`src/rtl/apb_master_arbiter.sv`:
```
// Round-robin arbiter that shares one apb_master between NUM_REQ requesters.
// Each grant becomes one APB transfer; a watchdog raises TOUT for slow slaves.
module apb_master_arbiter #(
  parameter int NUM_REQ     = 4,
  parameter int ADDR_WIDTH  = 32,
  parameter int DATA_WIDTH  = 32,
  parameter int ERR_WIDTH   = 2,
  parameter int TOUT_CYCLES = 16
) (
  input  logic                             PCLK,
  input  logic                             PRESETn,
  input  logic [NUM_REQ-1:0]               REQ_i,
  input  logic [NUM_REQ*ADDR_WIDTH-1:0]    REQ_ADDR_i,
  input  logic [NUM_REQ-1:0]               REQ_RW_i,
  input  logic [NUM_REQ*DATA_WIDTH-1:0]    REQ_WDATA_i,
  output logic [NUM_REQ-1:0]               GNT_o,
  output logic [NUM_REQ-1:0]               ACK_o,
  output logic [DATA_WIDTH-1:0]            RDATA_o,
  output logic [ERR_WIDTH-1:0]             FAIL_o,
  output logic [ADDR_WIDTH-1:0]            ADDR_mst_o,
  output logic                             RW_mst_o,
  output logic                             TRANSFER_mst_o,
  output logic [DATA_WIDTH-1:0]            WDATA_mst_o,
  output logic                             TOUT_mst_o,
  input  logic                             DONE_mst_i,
  input  logic [ERR_WIDTH-1:0]             FAIL_mst_i,
  input  logic [DATA_WIDTH-1:0]            RDATA_mst_i
);

  localparam int PTR_W = (NUM_REQ > 1) ? $clog2(NUM_REQ) : 1;
  localparam int CNT_W = $clog2(TOUT_CYCLES + 2);
  localparam logic             TOUT_EN   = (TOUT_CYCLES != 0);
  localparam logic [CNT_W-1:0] TOUT_MAX  = CNT_W'(TOUT_CYCLES);
  localparam logic [CNT_W-1:0] TOUT_LAST = (TOUT_CYCLES == 0) ? '0 : CNT_W'(TOUT_CYCLES - 1);

  typedef enum logic [1:0] {
    ST_IDLE,
    ST_WAIT,
    ST_RESP
  } state_t;

  state_t                 state_reg, state_next;
  logic [PTR_W-1:0]       ptr_reg, ptr_next;
  logic [CNT_W-1:0]       cnt_reg, cnt_next;
  logic [NUM_REQ-1:0]     gnt_reg, gnt_next;
  logic [NUM_REQ-1:0]     ack_reg, ack_next;
  logic [DATA_WIDTH-1:0]  rdata_reg, rdata_next;
  logic [ERR_WIDTH-1:0]   fail_reg, fail_next;
  logic [ADDR_WIDTH-1:0]  addr_reg, addr_next;
  logic                   rw_reg, rw_next;
  logic                   transfer_reg, transfer_next;
  logic [DATA_WIDTH-1:0]  wdata_reg, wdata_next;
  logic                   tout_reg, tout_next;

  logic [ADDR_WIDTH-1:0]  req_addr  [NUM_REQ];
  logic [DATA_WIDTH-1:0]  req_wdata [NUM_REQ];

  generate
    for (genvar gi = 0; gi < NUM_REQ; gi++) begin : g_slice
      assign req_addr[gi]  = REQ_ADDR_i[gi*ADDR_WIDTH +: ADDR_WIDTH];
      assign req_wdata[gi] = REQ_WDATA_i[gi*DATA_WIDTH +: DATA_WIDTH];
    end
  endgenerate

  // First requester at or after ptr, wrapping around.
  logic             win_found;
  logic [PTR_W-1:0] win_idx;

  always_comb begin
    win_found = 1'b0;
    win_idx   = '0;
    for (int off = 0; off < NUM_REQ; off++) begin
      if (!win_found && REQ_i[(int'(ptr_reg) + off) % NUM_REQ]) begin
        win_found = 1'b1;
        win_idx   = PTR_W'((int'(ptr_reg) + off) % NUM_REQ);
      end
    end
  end

  always_comb begin
    state_next    = state_reg;
    ptr_next      = ptr_reg;
    cnt_next      = cnt_reg;
    gnt_next      = gnt_reg;
    ack_next      = ack_reg;
    rdata_next    = rdata_reg;
    fail_next     = fail_reg;
    addr_next     = addr_reg;
    rw_next       = rw_reg;
    transfer_next = transfer_reg;
    wdata_next    = wdata_reg;
    tout_next     = tout_reg;

    case (state_reg)
      ST_IDLE: begin
        if (win_found) begin
          addr_next     = req_addr[win_idx];
          rw_next       = REQ_RW_i[win_idx];
          wdata_next    = req_wdata[win_idx];
          gnt_next      = NUM_REQ'(1) << win_idx;
          transfer_next = 1'b1;
          ptr_next      = PTR_W'((int'(win_idx) + 1) % NUM_REQ);
          cnt_next      = '0;
          state_next    = ST_WAIT;
        end
      end

      ST_WAIT: begin
        if (cnt_reg != TOUT_MAX) begin
          cnt_next = cnt_reg + 1'b1;
        end
        // DONE takes priority over a timeout expiring on the same edge.
        if (DONE_mst_i) begin
          if (!rw_reg) begin
            rdata_next = RDATA_mst_i;
          end
          fail_next     = FAIL_mst_i;
          transfer_next = 1'b0;
          tout_next     = 1'b0;
          ack_next      = gnt_reg;
          state_next    = ST_RESP;
        end else if (TOUT_EN && cnt_reg == TOUT_LAST) begin
          tout_next = 1'b1;
        end
      end

      ST_RESP: begin
        ack_next   = '0;
        gnt_next   = '0;
        state_next = ST_IDLE;
      end

      default: begin
        state_next = ST_IDLE;
      end
    endcase
  end

  always_ff @(posedge PCLK) begin
    if (!PRESETn) begin
      state_reg    <= ST_IDLE;
      ptr_reg      <= '0;
      cnt_reg      <= '0;
      gnt_reg      <= '0;
      ack_reg      <= '0;
      rdata_reg    <= '0;
      fail_reg     <= '0;
      addr_reg     <= '0;
      rw_reg       <= 1'b0;
      transfer_reg <= 1'b0;
      wdata_reg    <= '0;
      tout_reg     <= 1'b0;
    end else begin
      state_reg    <= state_next;
      ptr_reg      <= ptr_next;
      cnt_reg      <= cnt_next;
      gnt_reg      <= gnt_next;
      ack_reg      <= ack_next;
      rdata_reg    <= rdata_next;
      fail_reg     <= fail_next;
      addr_reg     <= addr_next;
      rw_reg       <= rw_next;
      transfer_reg <= transfer_next;
      wdata_reg    <= wdata_next;
      tout_reg     <= tout_next;
    end
  end

  assign GNT_o          = gnt_reg;
  assign ACK_o          = ack_reg;
  assign RDATA_o        = rdata_reg;
  assign FAIL_o         = fail_reg;
  assign ADDR_mst_o     = addr_reg;
  assign RW_mst_o       = rw_reg;
  assign TRANSFER_mst_o = transfer_reg;
  assign WDATA_mst_o    = wdata_reg;
  assign TOUT_mst_o     = tout_reg;

endmodule

```
`config.mk`:
```
export PLATFORM = sky130hd
export DESIGN_NAME = apb_master_arbiter
export DESIGN_NICKNAME = d
export VERILOG_FILES = /design/src/rtl/apb_master_arbiter.sv
export SDC_FILE = /design/constraint.sdc
export NUM_CORES = 1
export LEC_CHECK = 0
export CORE_AREA = 2 2 162 164
export CTS_CLUSTER_DIAMETER = 80
export DETAILED_ROUTE_END_ITERATION = 8
export DIE_AREA = 0 0 164 166
export HOLD_SLACK_MARGIN = 0.06
export PLACE_DENSITY = 0.69
export SYNTH_ARGS = -nofsm -noshare
export SYNTH_HDL_FRONTEND = slang
export SYNTH_SLANG_ARGS = --single-unit
```
`constraint.sdc`:
```
create_clock -name PCLK -period 4.2 [get_ports PCLK]
set_input_delay 0.84 -clock PCLK [delete_from_list [all_inputs] [get_ports PCLK]]
set_output_delay 0.84 -clock PCLK [all_outputs]
set_load 0.02 [all_outputs]
```
# Word level (Yosys, flattened, before mapping)

Index checks and enable logic that the tools add are counted.

Bits in registers: 118
Input bits: 301
Output and inout bits: 109
Logic and storage cells: 101

Add/sub/neg operators: 5
$lt $le $gt $ge: 6
Equal/unequal tests: 7
Shift-type cells: 1
Muxes and demuxes: 42
Bitwise operators: 5
Reduce and logical (&&, ||, !) cells: 23

Operators by type and width:

| operator                                            | number |
|---|---|
| binary-select mux 32 bit (select 2 bit)             | 2 |
| two-way mux 32 bit                                  | 4 |
| two-way mux 1 bit                                   | 16 |
| case mux 4 bit (2 select lines)                     | 2 |
| < comparator 3 x 4 -> 1 bit (second input constant) | 3 |
| two-way mux 2 bit                                   | 6 |
| AND reduction 2 bit                                 | 6 |
| binary-select mux 1 bit (select 2 bit)              | 5 |
| two-way mux 5 bit                                   | 2 |
| case mux 5 bit (2 select lines)                     | 1 |
| AND reduction 3 bit                                 | 3 |
| two-way mux 4 bit                                   | 2 |
| nonzero test 2 bit                                  | 4 |
| < comparator 2 x 3 -> 1 bit (second input constant) | 2 |
| != test 2 bit (second input constant)               | 3 |
| OR reduction 2 bit                                  | 3 |
| adder 5 x 1 -> 5 bit (second input constant)        | 1 |
| == test 5 x 4 -> 1 bit (second input constant)      | 1 |
| != test 5 bit (second input constant)               | 1 |
| adder 2 x 1 -> 2 bit (second input constant)        | 2 |
| adder 2 bit (second input constant)                 | 2 |
| case mux 2 bit (2 select lines)                     | 1 |
| left shift 1 x 2 -> 4 bit (first input constant)    | 1 |
| bitwise AND 1 bit (first input constant)            | 3 |
| 9 further kinds                                     | 13 |

# Logic depth before layout (Yosys ltp)

Depth after elaboration: 18
Gate-level depth with buffers: 9
Depth with buffers taken out: 7

# Worst setup path before layout

OpenSTA, ideal clock, no wires.

Path kind: in2reg
Start point: input port REQ_i[3]
End point: register wdata_reg[19], in the netlist WDATA_mst_o[19]
Library setup time: 0.122 ns
Arrival time: 2.164 ns
Data required time: 4.078 ns
Slack: 1.914 ns
Stages on the path: 8
Buffers on the path: 3
Cell sequence: buf_6 > nor4_4 > or2_1 > buf_6 > nor3_2 > buf_4 > a2bb2o_2 > a221o_1

Word-level cells in the longest chain between the ends: 16
Elaborated cells between the ends (all ways): 30
Those cells by class: mux: 22; bitwise: 1; reduce/logical: 7

Ends and longest elaborated chain:

| item                                                   | RTL line | source |
|---|---|---|
| start: declaration                                     | 12       | `input logic [NUM_REQ-1:0] REQ_i,` |
| binary-select mux 1 bit (select 2 bit)                 | 73       | `if (!win_found && REQ_i[(int'(ptr_reg) + off) % NUM_REQ]) begin` |
| two-way mux 1 bit (not written as such)                | 73       |  |
| two-way mux 1 bit                                      | 73       |  |
| zero test 1 bit                                        | 73       |  |
| logical AND 1 bit                                      | 73       |  |
| two-way mux 1 bit                                      | 73       |  |
| zero test 1 bit                                        | 73       |  |
| logical AND 1 bit                                      | 73       |  |
| two-way mux 1 bit                                      | 73       |  |
| zero test 1 bit                                        | 73       |  |
| logical AND 1 bit                                      | 73       |  |
| two-way mux 2 bit                                      | 73       |  |
| NOT 2 -> 3 bit (not written as such)                   | 99       | `wdata_next = req_wdata[win_idx];` |
| binary-select mux 32 bit (select 2 bit)                | 99       |  |
| two-way mux 32 bit (not written as such) (2 in series) | 99       |  |
| end signal: assignment                                 | 164      | `wdata_reg <= wdata_next;` |
| end: declaration                                       | 52       | `logic [DATA_WIDTH-1:0] wdata_reg, wdata_next;` |

Parallel ways exist; a longest one is shown, timed or not. The select of a mux whose other input is x is not followed.
A chain may end at the register's enable or synchronous reset.

# Worst setup path after layout

Start point: input port REQ_i[3]
End point: register wdata_reg[20], in the netlist WDATA_mst_o[20]

The elaborated chain is that of the path after synthesis.

==> results.ini <==
[setup_path]
crit_path_top_delay_cell = clkdlybuf4s50_1
required_ps = 4480
critical_path.startpoint_type = primary input
crit_chain = clkdlybuf4s50_1, nor4_4, or2_4, buf_4, nor4b_1, o21ai_0, o2111ai_1
crit_type = primary input to flip-flop
max_stage_delay_ps = 590
arrival_ps = 3470
cp-end-kind = flip-flop
reg2reg_from = state_reg[1]$_SDFFE_PN0P_
r2r_cells = 6
r2r_setup_slack_ps = 1720
path_buf_inv = 2
r2r_end = WDATA_mst_o[20]$_SDFFE_PN0P_
crit_family = buffers and inverters
critPathMaxFanout = 55

[synth]
syn_inst = 857
synth_area_leaders = dfxtp_1, nand2_1, nor4b_2
synth-seq-cells = 118
syn_area_sq_um = 6770
synth_flop_cell = dfxtp_1
yosysWarnings = 0
syn_avg_cell_area_sq_um = 7.90
netlist.area_leader.share_pct = 34.9
ys_seq_area_share_pct = 34.9
yosysUniqueCellTypes = 45
synthArstFlopShare_pct = 0
synth-edff-count = 0
yosysTopAreaCell = dfxtp_1
synth_fp_nets = 1161

[die]
initial_core_util_pct = 26.4
io_pins = 410
die_y_um = 166
die-area_sq_um = 27200
num_rows = 59
coreArea_sq_um = 25600
die_w_um = 164

[final_layout]
nets = 1533
final_common_cell = clkdlybuf4s50_1
drive_gt1_share_pct = 9.18
final_area_sq_um = 11600
mostFrequentLayoutCells = clkdlybuf4s50_1, nand2_1, dfxtp_1, inv_1, o2111ai_1
syn2layout_area_growth_pct = 71.9
fill_cells = 2518
layoutNonFillerInstCount = 1579

[power]
power.clock.fraction_pct = 37.2
vdd_drop_max_uv = 206
power.internal_w = 0.00275
power_w = 0.00404
p_comb_share_pct = 29.9
switchingPower_w = 0.00129
powerDensity_nw_per_um2 = 347
power_frac_seq_pct = 32.8
swShare_pct = 31.9
p_leak_nw = 4.14

[cts]
tritoncts = yes
cts_max_path_buffers = 2
clkTransAtPathRegs_ps = 60
post_cts_buffers = 0
ctsHtreeMaxLevel = 4
clkSinkCount = 118
cts-buffers-inserted = 17
cts_hold_repair.buffers = 0
post_cts_resize_count = 0
clock_latency_ps = 410
clockRootBuffer = clkbuf_16

[routing]
wirelength_mm = 27.5
vias = 7505
viasPerCell = 4.75
drc = 0
drt_iter0_drc = 355
dr.pass1.iters = 5
wire_per_inst_um = 17.4
ant_nets = 0

[sta]
final-hold-violation-count = 0
skew_ps = 9.74
fin_setup_tns_ps = 0
relSlewSlack_pct = 47.0
fin_crit_ps = 3190
fmax_mhz = 313
worst_pin_slew_ps = 795
final-setup-viol-count = 0
hold_ws_ps = 454
rsz0062_at_grt = false
finalCritPeriodShare_pct = 76.0
slew_viol_final = 0

[placement]
dpl.cell_count = 1545
placed_area_sq_um = 11000
dp.final_hpwl_mm = 20.1
place.gp.congestion = 0.864
io_buffers = 409

[job]
cap_violations = 0

[global_routing]
grt_usage_pct = 19.5
grt_pass1_vias = 7702
gr-total-overflow = 0
grt_pass1_wl_mm = 41.8
grt_max_degree = 71
antenna_found_initial = 1

[hold_path]
hold-path-cell-count = 2
min_from = RDATA_o[24]$_SDFFE_PN0P_
hold-path-endpoint = RDATA_o[24]$_SDFFE_PN0P_
hold_class = flip-flop to flip-flop

[outcome]
outcome = finished clean

## layer usage
layer | wire length (um) | track usage [%]
met5 | 0 | 0
met4 | 726 | 6.64
met3 | 2270 | 5.14
met2 | 13600 | 35.0
met1 | 11000 | 22.2
## cells by family after synthesis
group	Yosys count	synth area share [%]
AO/OA/AOI/OAI	200	19.1
XOR/XNOR	3	0.388
adder cells (fa/ha/maj)	3	0.554
buffers and inverters	146	10.3
flip-flops	118	34.9
AND/OR/NAND/NOR	387	34.7
## synth_stat cells (2+ instances only)
library cell  count
nor4_4            2
nand2_1         208
a221o_1           2
o21ai_1          62
nor4b_2          50
clkbuf_1         28
ha_1              3
o211ai_1          3
or2_1             2
buf_2            21
a22oi_1           4
nor4b_1          13
and2_0           52
or2_2             3
and2_1           12
inv_1            71
clkbuf_2          5
nand3_1           8
buf_6            13
buf_1             2
nand2b_1          7
nor2_1           21
buf_4             5
xor2_1            2
o2111ai_1        63
a21oi_1          45
o21ai_0          15
dfxtp_1         118
## worst register-to-register path: stages (launching register included)
cell and delay (ps):
dfxtp_1 530, or2_4 210, or2_4 510, buf_4 600, nor4b_1 180, o21ai_0 190
o2111ai_1 130
## through the flow
stage | worst slack, ps | util [%]
finish | 1010 | 45.5
global placement | 675 | 43.1
floorplan | 1910 | -
global route | 737 | 45.4
CTS | 1020 | 45.4
detailed placement | 581 | 43.1
## power by group through the flow
stage / logic (W) / registers, W / clock network [W]
final: 0.00121 / 0.00132 / 0.00150
after global routing: 0.00129 / 0.00134 / 0.00159
after CTS: 0.00122 / 0.00132 / 0.00155
after detailed placement: 0.00122 / 0.00135 / 0
after global placement: 0.00121 / 0.00134 / 0
after floorplan: 0.000446 / 0.00147 / 0
## area by class of cell
type	count	area [sq um]	share of cell area (%)
inverter	71	267	2.29
multi-input combinational	593	3740	32.1
antenna	2	5.00	0.0430
timing repair buffer	428	4260	36.5
tap	335	419	3.60
clock inverter	14	166	1.43
clock buffer	18	429	3.68
sequential	118	2360	20.3
## worst max-delay path by stage
stage                         from                            to  slack (ps)  cells past startpoint
final                     REQ_i[3]  WDATA_mst_o[20]$_SDFFE_PN0P_        1010                      7
after global routing      REQ_i[3]  WDATA_mst_o[20]$_SDFFE_PN0P_         740                      7
after CTS                 REQ_i[3]  WDATA_mst_o[20]$_SDFFE_PN0P_        1020                      7
after detailed placement  REQ_i[3]  WDATA_mst_o[20]$_SDFFE_PN0P_         580                      7
after global placement    REQ_i[3]  WDATA_mst_o[20]$_SDFFE_PN0P_         680                      7
after floorplan           REQ_i[3]  WDATA_mst_o[19]$_SDFFE_PN0P_        1910                      8
(Power assumes the default switching activity.)
